### src/rtl/spi_master.sv
// SPI master, mode 0 (SCLK idle low, data launched on the falling edge, sampled
// on the rising edge by the slave), MSB first, single slave select.
// SCLK, MOSI and SS_N are all registered, so they have no combinational glitches.
module spi_master #(
  parameter int CLK_DIVIDE = 4,
  parameter int SPI_MAXLEN = 32
) (
  input  logic                        clk,
  input  logic                        sresetn,
  input  logic                        start_cmd,
  output logic                        spi_drv_rdy,
  input  logic [$clog2(SPI_MAXLEN):0] n_clks,
  input  logic [SPI_MAXLEN-1:0]       tx_data,
  output logic [SPI_MAXLEN-1:0]       rx_miso,
  output logic                        SCLK,
  output logic                        MOSI,
  input  logic                        MISO,
  output logic                        SS_N
);

  localparam int NW = $clog2(SPI_MAXLEN) + 1;
  localparam int DW = $clog2(CLK_DIVIDE);
  localparam int H  = CLK_DIVIDE / 2;
  localparam logic [DW-1:0] HALF_LAST = DW'(H - 1);
  localparam logic [NW-1:0] MAXLEN_N  = NW'(SPI_MAXLEN);

  typedef enum logic [2:0] {
    S_IDLE,
    S_LEAD,
    S_SCLK_HI,
    S_SCLK_LO,
    S_TRAIL
  } state_t;

  state_t                r_state, w_state_nxt;
  logic [DW-1:0]         r_div, w_div_nxt;
  logic [NW-1:0]         r_cnt, w_cnt_nxt;
  logic [SPI_MAXLEN-1:0] r_tx, w_tx_nxt;
  logic [SPI_MAXLEN-1:0] r_rx, w_rx_nxt;
  logic [SPI_MAXLEN-1:0] r_rx_out, w_rx_out_nxt;
  logic                  r_sclk, w_sclk_nxt;
  logic                  r_mosi, w_mosi_nxt;
  logic                  r_ssn, w_ssn_nxt;
  logic                  r_rdy, w_rdy_nxt;

  logic                  w_half_done;
  logic [NW-1:0]         w_len;
  logic [SPI_MAXLEN-1:0] w_tx_load;

  // Oversized requests are clamped to the shift register width; the transmit
  // word is left-aligned so the current bit is always the register MSB.
  assign w_half_done = (r_div == HALF_LAST);
  assign w_len       = (n_clks > MAXLEN_N) ? MAXLEN_N : n_clks;
  assign w_tx_load   = tx_data << (MAXLEN_N - w_len);

  assign SCLK        = r_sclk;
  assign MOSI        = r_mosi;
  assign SS_N        = r_ssn;
  assign spi_drv_rdy = r_rdy;
  assign rx_miso     = r_rx_out;

  // State and datapath registers; reset aborts any transfer immediately
  always_ff @(posedge clk or negedge sresetn) begin
    if (!sresetn) begin
      r_state  <= S_IDLE;
      r_div    <= '0;
      r_cnt    <= '0;
      r_tx     <= '0;
      r_rx     <= '0;
      r_rx_out <= '0;
      r_sclk   <= 1'b0;
      r_mosi   <= 1'b0;
      r_ssn    <= 1'b1;
      r_rdy    <= 1'b1;
    end else begin
      r_state  <= w_state_nxt;
      r_div    <= w_div_nxt;
      r_cnt    <= w_cnt_nxt;
      r_tx     <= w_tx_nxt;
      r_rx     <= w_rx_nxt;
      r_rx_out <= w_rx_out_nxt;
      r_sclk   <= w_sclk_nxt;
      r_mosi   <= w_mosi_nxt;
      r_ssn    <= w_ssn_nxt;
      r_rdy    <= w_rdy_nxt;
    end
  end

  // Next-state and next-output logic; every non-idle state lasts H clocks
  always_comb begin
    w_state_nxt  = r_state;
    w_div_nxt    = r_div;
    w_cnt_nxt    = r_cnt;
    w_tx_nxt     = r_tx;
    w_rx_nxt     = r_rx;
    w_rx_out_nxt = r_rx_out;
    w_sclk_nxt   = r_sclk;
    w_mosi_nxt   = r_mosi;
    w_ssn_nxt    = r_ssn;
    w_rdy_nxt    = r_rdy;

    if (r_state != S_IDLE) begin
      w_div_nxt = w_half_done ? '0 : r_div + DW'(1);
    end

    case (r_state)
      S_IDLE: begin
        if (start_cmd && (n_clks != '0)) begin
          w_tx_nxt    = w_tx_load;
          w_cnt_nxt   = w_len;
          w_rx_nxt    = '0;
          w_div_nxt   = '0;
          w_ssn_nxt   = 1'b0;
          w_rdy_nxt   = 1'b0;
          w_mosi_nxt  = w_tx_load[SPI_MAXLEN-1];
          w_state_nxt = S_LEAD;
        end
      end
      S_LEAD: begin
        if (w_half_done) begin
          w_sclk_nxt  = 1'b1;
          w_state_nxt = S_SCLK_HI;
        end
      end
      S_SCLK_HI: begin
        if (w_half_done) begin
          w_sclk_nxt = 1'b0;
          w_rx_nxt   = {r_rx[SPI_MAXLEN-2:0], MISO};
          w_cnt_nxt  = r_cnt - NW'(1);
          if (r_cnt > NW'(1)) begin
            w_tx_nxt    = {r_tx[SPI_MAXLEN-2:0], 1'b0};
            w_mosi_nxt  = r_tx[SPI_MAXLEN-2];
            w_state_nxt = S_SCLK_LO;
          end else begin
            w_state_nxt = S_TRAIL;
          end
        end
      end
      S_SCLK_LO: begin
        if (w_half_done) begin
          w_sclk_nxt  = 1'b1;
          w_state_nxt = S_SCLK_HI;
        end
      end
      S_TRAIL: begin
        if (w_half_done) begin
          w_ssn_nxt    = 1'b1;
          w_mosi_nxt   = 1'b0;
          w_rx_out_nxt = r_rx;
          w_rdy_nxt    = 1'b1;
          w_state_nxt  = S_IDLE;
        end
      end
      default: begin
        w_state_nxt = S_IDLE;
      end
    endcase
  end

endmodule

### config.mk
export PLATFORM = sky130hd
export DESIGN_NAME = spi_master
export DESIGN_NICKNAME = d
export VERILOG_FILES = /design/src/rtl/spi_master.sv
export SDC_FILE = /design/constraint.sdc
export NUM_CORES = 1
export LEC_CHECK = 0
export ABC_CLOCK_PERIOD_IN_PS = 2400
export BUFFER_PORTS_ARGS = -buffer_cell sky130_fd_sc_hd__buf_2
export CAP_MARGIN = 10
export CELL_PAD_IN_SITES_DETAIL_PLACEMENT = 1
export CELL_PAD_IN_SITES_GLOBAL_PLACEMENT = 1
export CORE_MARGIN = 3
export CORE_UTILIZATION = 46
export CTS_CLUSTER_DIAMETER = 120
export DETAILED_ROUTE_END_ITERATION = 16
export GPL_TIMING_DRIVEN = 0
export PLACE_DENSITY_LB_ADDON = 0.2
export SLEW_MARGIN = 15
export SYNTH_ARGS = -nofsm -noshare
export SYNTH_HDL_FRONTEND = slang
export SYNTH_SLANG_ARGS = --single-unit
### constraint.sdc
create_clock -name clk -period 2.4 [get_ports clk]
set_clock_uncertainty 0.1 [all_clocks]
set_input_delay 0.72 -clock clk [delete_from_list [all_inputs] [get_ports clk]]
set_output_delay 0.72 -clock clk [all_outputs]
set_load 0.05 [all_outputs]
After elaboration in Yosys (flattened, before gate mapping)
Index checks and enable logic that the tools add are counted.
W data, S select, Z words.
{"block": "totals", "regBits": 109, "input_bits": 42, "output_inout_bits": 36, "wordCells": 71}
{"block": "classes", "add_sub_neg": 3, "magnitude_cmp": 2, "n_eq_ne": 10, "shift": 1, "n_mux": 30, "reduce_logical": 16}
{"op": "$mux W31", "n": 3}
{"op": "$mux W32", "n": 2}
{"op": "$pmux W32 S2", "n": 1}
{"op": "$pmux W31 S2", "n": 1}
{"op": "$shl A32 B6 Y32", "n": 1}
{"op": "$mux W6", "n": 3}
{"op": "$mux W3", "n": 5}
{"op": "$pmux W3 S4", "n": 1}
{"op": "$pmux W6 S2", "n": 1}
{"op": "$reduce_and A3 Y1", "n": 3}
{"op": "$mux W2", "n": 4}
{"op": "$ne A2 B2 Y1 const B", "n": 4}
{"op": "$reduce_and A4 Y1", "n": 2}
{"op": "$eq A3 B2 Y1 const B", "n": 2}
{"op": "$gt A6 B1 Y1 const B", "n": 1}
{"op": "$gt A6 B6 Y1 const B", "n": 1}
{"op": "$mux W1", "n": 6}
{"op": "$reduce_bool A2 Y1", "n": 3}
{"op": "$reduce_bool A3 Y1", "n": 2}
{"op": "$reduce_bool A6 Y1", "n": 1}
{"op": "$sub A6 B1 Y6 const B", "n": 1}
{"op": "$sub A6 B6 Y6 const A", "n": 1}
{"op": "$reduce_and A5 Y1", "n": 1}
{"op": "$pmux W1 S2", "n": 2}
{"op": "10 further kinds", "n": 10}

Longest topological paths before layout
Gate-level depths: netlist of the first run.
{"block": "depth", "ltp_word": 6, "ltp_mapped": 11}

Worst setup path before layout of the first run
No wires, ideal clock.
{"block": "synth_path", "path_type": "input to register", "from": "input port n_clks[5]", "to": "register r_tx[28]", "arrival_ps": 3127, "required_ps": 2174, "path_slack_ps": -953, "cell_stages": 11, "path_cell_list": "and2b_1 > buf_4 > clkinv_1 > ha_1 > clkbuf_1 > clkbuf_1 > mux4_2 > a21oi_1 > a22oi_1 > a221oi_1 > nor2_1"}
{"block": "synth_via", "elab_chain_cells": 6, "word_cells_on_any_way": 10, "classes_between": "1 x add/sub; 1 x order compare; 1 x eq/ne; 1 x shift; 3 x mux; 3 x reduce/logical"}
{"item": "from (decl)", "line": "12", "text": "input logic [$clog2(SPI_MAXLEN):0] n_clks,"}
{"item": "$gt A6 B6 Y1", "line": "53", "text": "assign w_len = (n_clks > MAXLEN_N) ? MAXLEN_N : n_clks;"}
{"item": "$mux W6", "line": "53"}
{"item": "$sub A6 B6 Y6", "line": "54", "text": "assign w_tx_load = tx_data << (MAXLEN_N - w_len);"}
{"item": "$shl A32 B6 Y32", "line": "54"}
{"item": "$mux W31", "line": "108", "text": "if (start_cmd && (n_clks != '0)) begin"}
{"item": "$pmux W31 S2", "line": "106", "text": "case (r_state)"}
{"item": "to (signal assigned)", "line": "79", "text": "r_tx <= w_tx_nxt;"}
{"item": "to (decl)", "line": "38", "text": "logic [SPI_MAXLEN-1:0] r_tx, w_tx_nxt;"}
Several ways; a longest one is shown, not always the timed one. The select of a mux whose other input is x is not followed.
A chain may end at the register's enable or synchronous reset.

Worst setup path in the final report of the first run
{"block": "layout_path", "from": "input port n_clks[5]", "to": "register r_tx[27]"}
Same word-level chain as after synthesis.

==> impl_metrics.csv, run 1 <==
group,metric,value,unit
run_status,status,"finished, violations left",
run_status,violations,"negative setup slack",
global_routing,grt_use_total,26.7,%
final_layout,n_antenna_cell,0,
final_layout,drive_gt1_share,37.7,%
drt,vias,5923,
synth,synth-async-reset-ratio,100,%
drt,wl_per_cell,22.4,um
floorplan,num_rows,42,
critical_path,r2r_slack,-50,ps
synth,syn-num-nets,696,
sta,min_period,2760,ps
sta,finalHoldViolations,0,
min_path,worstHoldPathType,"in2async",
critical_path,worstSetupEndpointType,"flip-flop",
global_routing,grt_pass1_vias,6305,
cts,htreeDepth,3,
cts,cts_buffers,9,
final_layout,layout_commonest_cell,"dfrtp_1",
final_layout,fin_util,61.8,%
sta,max_slew_margin,59.4,%
final_layout,fillerInstances,1508,
power,power_density,1070,nW/um2
synth,yosys_warnings,0,
drt,ant_nets,0,
critical_path,critPathMaxFanout,6,
critical_path,critPathTopFamily,"multiplexers",
sta,slew_violations,0,
placed_design,portBuffers,76,
global_routing,grt_max_degree,62,
placed_design,place_ws,-1210,ps
floorplan,core-area,13500,um2
drt,remaining_drc_errors,0,
critical_path,crit_chain,"buf_8 -> and2b_1 -> buf_6 -> clkinv_8 -> ha_4 -> buf_8 -> xor2_4 -> buf_6 -> mux4_2 -> mux4_2 -> nand2_1 -> a31oi_1",
synth,syn_inst,651,
critical_path,timing.rr.end,"r_tx[27]$_DFFE_PN0P_",
synth,ys_dominant_reg_cell,"dfrtp_1",
floorplan,io_pins,78,
cts,cts_tree,"built",
critical_path,reg2regPathDepth,6,
final_layout,finalInstanceArea,8310,um2
power,p_leak,3.45,nW
synth,syn_avg_cell_area,9.91,um2
final_layout,syn_to_final_growth,28.8,%
cts,holdBufCountCts,0,
power,total_power,0.00888,W
cts,clk_latency,350,ps
drt,first_pass_iters,5,
sta,max_freq,362,MHz
floorplan,start_util,48.0,%
critical_path,cp_data_required_time,2510,ps
placed_design,place_area,7180,um2
cts,clockRootBuffer,"clkbuf_16",
sta,finalSetupViolCount,31,
drt,routed_wl,21500,um
power,vdd_ir_drop_max,0.422,mV
final_layout,seq_area,2730,um2
cts,clock_path_buffers,2,
job,drv_cap,0,
critical_path,cp_data_arrival_time,2870,ps
synth,synth_area,6450,um2
final_layout,final_cell_mix,"dfrtp_1 (108), nand2_1 (96), buf_2 (75)",
global_routing,grt_pass1_wl,33800,um
critical_path,slowest_stage,"mux4_2",
drt,drt-initial-drc-count,432,
synth,ys_ff_latch,109,
critical_path,start_kind,"input port",
placed_design,dp_hpwl,14900,um
critical_path,timing.rr.start,"r_state[0]$_DFFE_PN0P_",
placed_design,place_congestion,0.899,
global_routing,overflow,0,
sta,tightest_slew,609,ps
sta,period_share,115,%
sta,rsz0062_at_grt,"yes",
global_routing,grt_antenna_before_repair,0,
drt,vias_per_cell,6.20,
critical_path,critPathBufInv,5,
critical_path,path_class,"in2reg",
final_layout,multi_input_area,3830,um2
synth,synthDistinctLibCells,63,
sta,layout_setup_ws,-361,ps
synth,synth-edff-count,0,
cts,clk_pin_slew_worst_paths,80,ps
cts,cts_sinks,109,
floorplan,die_y,124,um
floorplan,dieArea,15500,um2
final_layout,nNetsFinal,820,
floorplan,dieWidth,124,um
synth,seq_area_frac_synth,42.3,%
sta,finalSetupTns,-6100,ps
critical_path,cp_slowest_stage_delay,460,ps
where the power goes:
| group | internal [W] | switching [W] |
|---|---|---|
| clock | 0.000832 | 0.000713 |
| sequential | 0.00252 | 0.000495 |
| combinational | 0.00159 | 0.00273 |
| total | 0.00494 | 0.00394 |
synthesized netlist by cell type (all sizes together), types with 2 or more instances:
library cell	count	area (um2)
a211oi	4	30.0
a21o	2	15.0
a21oi	27	135
a221o	5	50.1
a221oi	10	93.8
a22oi	4	30.0
a31oi	17	106
a32oi	7	61.3
and2	3	18.8
and3	7	43.8
buf	23	158
clkbuf	27	101
dfrtp	108	2700
ha	3	37.5
inv	10	37.5
mux2	35	394
mux2i	45	450
mux4	22	495
nand2	97	364
nand2b	5	31.3
nand3	11	55.1
nand3b	5	37.5
nor2	52	195
nor2b	4	25.0
nor3	8	40.0
nor3b	2	15.0
o211ai	3	22.5
o21ai	57	285
o21bai	2	15.0
o22a	7	61.3
o22ai	5	31.3
o31a	2	17.5
or2	3	18.8
or3	5	31.3
or3b	2	17.5
xnor2	2	36.3
xor2	2	17.5
per-layer routing:
layer / part of all wire [%] / vias to the layer above / track usage, % / routed length [um]
li1: - / 2631 / - / -
met1: 40 / 3025 / 33.4 / 8610
met2: 52 / 213 / 47.0 / 11200
met3: 4.0 / 54 / 3.17 / 857
met4: 3.8 / 0 / 10.5 / 811
met5: 0 / - / 0 / 0
state kept, by name, summed over array words and instances, names as in the netlist:
signal / flops
r_tx: 31
MOSI: 1
r_cnt: 6
r_rx: 32
rx_miso: 32
spi_drv_rdy: 1
SCLK: 1
r_state: 3
r_div: 2
through the flow:
step	cells	hold WS, ps
after floorplan	651	324
after global placement	903	353
final	956	190
after CTS	941	206
after global routing	956	219
after detailed placement	904	368
cell type report:
cell class                 count  share of cell area (%)
buffer                        48                    4.62
clock buffer                  10                    2.76
clock inverter                 6                   0.919
inverter                      11                   0.768
multi-input combinational    481                    46.1
sequential                   109                    32.8
tap                          176                    2.65
timing repair buffer         115                    9.31
kinds of logic (layout without fill, tap and decap cells):
kind of cell	Yosys count	count (layout)	share of synthesized area, %
simple gates	212	212	14.9
flops	109	109	42.3
xor+xnor	4	4	0.834
compound gates	160	160	15.9
buf+inv	61	190	4.65
fa+ha+maj	3	3	0.582
mux	102	102	20.8
how the worst max path moves through the flow:
stage	start	to	slack, ps	depth (start not counted)
global placement	n_clks[5]	r_tx[29]$_DFFE_PN0P_	-1110	12
floorplan	n_clks[5]	r_tx[27]$_DFFE_PN0P_	-530	11
global route	n_clks[0]	r_tx[29]$_DFFE_PN0P_	-440	13
CTS	n_clks[5]	r_tx[27]$_DFFE_PN0P_	-310	12
finish	n_clks[5]	r_tx[27]$_DFFE_PN0P_	-360	12
detailed placement	n_clks[5]	r_tx[29]$_DFFE_PN0P_	-1210	12
repair_timing:
item                                    CTS  global route
pin swaps                                21            21
resized for setup                        81            48
setup buffers                            20            17
cloned                                    1             0
endpoints found under the setup margin   71            61
worst reg2reg max path, cell delays in order (launching register included):
cell,delay (ps)
dfrtp_1,370
clkbuf_1,210
nor3b_1,330
clkbuf_1,400
clkbuf_1,490
a221oi_1,250
a31oi_1,220
Note: power is estimated with default switching activity, not from simulation.
==> inputs of run 2 (changes only) <==
ABC_CLOCK_PERIOD_IN_PS = 3000   (was 2400)
REMOVE_ABC_BUFFERS = 1   (was unset)
clock period = 3 ns   (was 2.4 ns; I/O delays follow)
==> run 2 against run 1 <==
Compared with the run above: the run now ends clean; combinational power is 29% lower; setup slack better by 410 ps; wire length is 14% lower; core utilization is 4.3 points lower; first-iteration DRC count is 22% lower; sequential cell count stayed put; critical path type unchanged; sequential share of layout area is 2.5 points higher; count of clock-buffer cells in the layout is 1 higher; worst hold slack better by 200 ps; critical path depth is 2 lower.
==> impl_metrics.csv, run 2 (same netlist as run 1, synthesis figures left out) <==
group,metric,value,unit
run_status,status,"completed",
global_routing,grt_use_total,23.0,%
critical_path,timing.rr.start,"r_state[2]$_DFFE_PN0P_",
critical_path,cp_data_required_time,3140,ps
critical_path,cp_common_cell,"buf_8",
global_routing,grt_pass1_vias,5591,
critical_path,timing.rr.end,"r_tx[28]$_DFFE_PN0P_",
min_path,whs_path_depth,2,
drt,ant_nets,0,
drt,vias_per_cell,6.12,
critical_path,worstSetupEndpointType,"flip-flop",
drt,wl_per_cell,20.4,um
sta,tightest_slew,813,ps
sta,finalSetupViolCount,0,
placed_design,dp_hpwl,12500,um
placed_design,portBuffers,77,
job,drv_cap,0,
sta,finalHoldViolations,0,
global_routing,grt_antenna_before_repair,0,
global_routing,grt_max_degree,58,
cts,htreeDepth,3,
cts,clk_pin_slew_worst_paths,70,ps
floorplan,core-area,13500,um2
floorplan,dieArea,15500,um2
final_layout,drive_gt1_share,30.8,%
global_routing,overflow,0,
drt,vias,5523,
final_layout,instances_no_fill,903,
power,power_density,856,nW/um2
cts,clock_path_buffers,2,
cts,cts_buffers,9,
critical_path,start_kind,"input port",
drt,first_pass_iters,4,
placed_design,dpl.cell_count,864,
global_routing,grt_pass1_wl,29300,um
sta,min_period,2950,ps
floorplan,die_y,124,um
final_layout,syn_to_final_growth,19.8,%
floorplan,dieWidth,124,um
sta,slew_violations,0,
final_layout,final_cell_mix,"dfrtp_1 (108), nand2_1 (95), buf_2 (74)",
final_layout,n_antenna_cell,0,
cts,clockRootBuffer,"clkbuf_16",
sta,finalSetupTns,0,ps
cts,cts_tree,"built",
floorplan,start_util,48.0,%
floorplan,num_rows,42,
final_layout,layout_commonest_cell,"dfrtp_1",
drt,routed_wl,18400,um
placed_design,place_congestion,0.874,
critical_path,cp_data_arrival_time,3090,ps
critical_path,crit_start,"n_clks[5]",
cts,clk_latency,360,ps
min_path,holdPathEnd,"r_tx[3]$_DFFE_PN0P_",
critical_path,crit_chain,"buf_8 -> and2b_2 -> clkinv_4 -> ha_4 -> xor2_4 -> buf_8 -> mux2i_2 -> mux4_2 -> a221oi_4 -> nor2_1",
sta,max_freq,339,MHz
critical_path,path_class,"in2reg",
critical_path,critPathMaxFanout,13,
final_layout,finalInstanceArea,7730,um2
cts,holdBufCountCts,0,
drt,drt-initial-drc-count,335,
floorplan,io_pins,78,
critical_path,reg2regPathDepth,6,
power,vdd_ir_drop_max,0.373,mV
critical_path,slowest_stage,"mux4_2",
final_layout,nNetsFinal,767,
drt,remaining_drc_errors,0,
cts,cts_sinks,109,
min_path,hold_path.startpoint,"r_tx[3]$_DFFE_PN0P_",
sta,period_share,98.2,%
sta,max_slew_margin,45.7,%
power,p_leak,3.17,nW
critical_path,r2r_slack,450,ps
critical_path,cp_slowest_stage_delay,540,ps
min_path,worstHoldPathType,"reg2reg",
placed_design,place_area,7040,um2
==> run 2: cell types whose count changed in the layout (fill, tap and decap cells not counted), sizes merged <==
cell / previous run / this run
buf: 137 / 108
bufinv: 1 / 0
clkbuf: 36 / 12
clkinv: 2 / 4
inv: 14 / 12
xnor2: 2 / 3
==> run 2: how the worst max path moves through the flow <==
| stage | slack (ps) | cells after the start | end |
|---|---|---|---|
| floorplan | -2370 | 8 | r_tx[27]$_DFFE_PN0P_ |
| global placement | -4030 | 6 | r_tx[29]$_DFFE_PN0P_ |
| finish | 50 | 10 | r_tx[15]$_DFFE_PN0P_ |
| CTS | 7 | 10 | r_tx[15]$_DFFE_PN0P_ |
| detailed placement | -1630 | 9 | r_tx[14]$_DFFE_PN0P_ |
| global route | -3 | 10 | r_tx[27]$_DFFE_PN0P_ |
==> run 2: routing by layer <==
metal  wire length, um  share of wire (%)  track usage [%]
met1              8090                 44             30.8
met2              9060                 49             37.2
met3               670                3.6             2.49
met4               626                3.4             11.8
met5                 0                  0                0
==> run 2: what timing repair did <==
item | in CTS | in global routing
buffers inserted | 13 | 8
gates resized for setup | 20 | 24
pin swaps | 6 | 5
cloned | 1 | 1
endpoints found under the setup margin | 32 | 16
==> run 2: layout make-up <==
| class | instances | area, um2 |
|---|---|---|
| clock inverters | 5 | 42.5 |
| inverters | 11 | 48.8 |
| clock buffers | 11 | 233 |
| fillers | 1504 | 5730 |
| well taps | 176 | 220 |
| multi-input cells | 482 | 3670 |
| flip-flops and latches | 109 | 2730 |
| repair buffers | 109 | 787 |
==> run 2: metrics by stage <==
step	total power [W]	utilization [%]	hold WS (ps)	setup slack (ps)
after CTS	0.00655	56.1	399	6.72
final	0.00661	57.4	390	53.7
after detailed placement	0.00528	52.3	381	-1630
after global placement	0.00496	50.5	349	-4030
after floorplan	0.00429	-	350	-2370
after global routing	0.00707	57.4	419	-3.02
==> run 2: worst max-delay path: cells and delay by family <==
kind | cells | cell delay, ps
and+or+nand+nor | 2 | 380
muxes | 2 | 690
adders and majority gates | 1 | 210
AOI/OAI and AO/OA | 1 | 310
buffers and inverters | 3 | 390
xor gates and xnor gates | 1 | 190
==> run 2: report_power, final <==
part           total (W)  switching, W  internal [W]  leakage (nW)
logic            0.00306       0.00192       0.00114          1.74
registers        0.00240      0.000383       0.00202          1.29
clock network    0.00115      0.000573      0.000576         0.136
total            0.00661       0.00288       0.00373          3.17
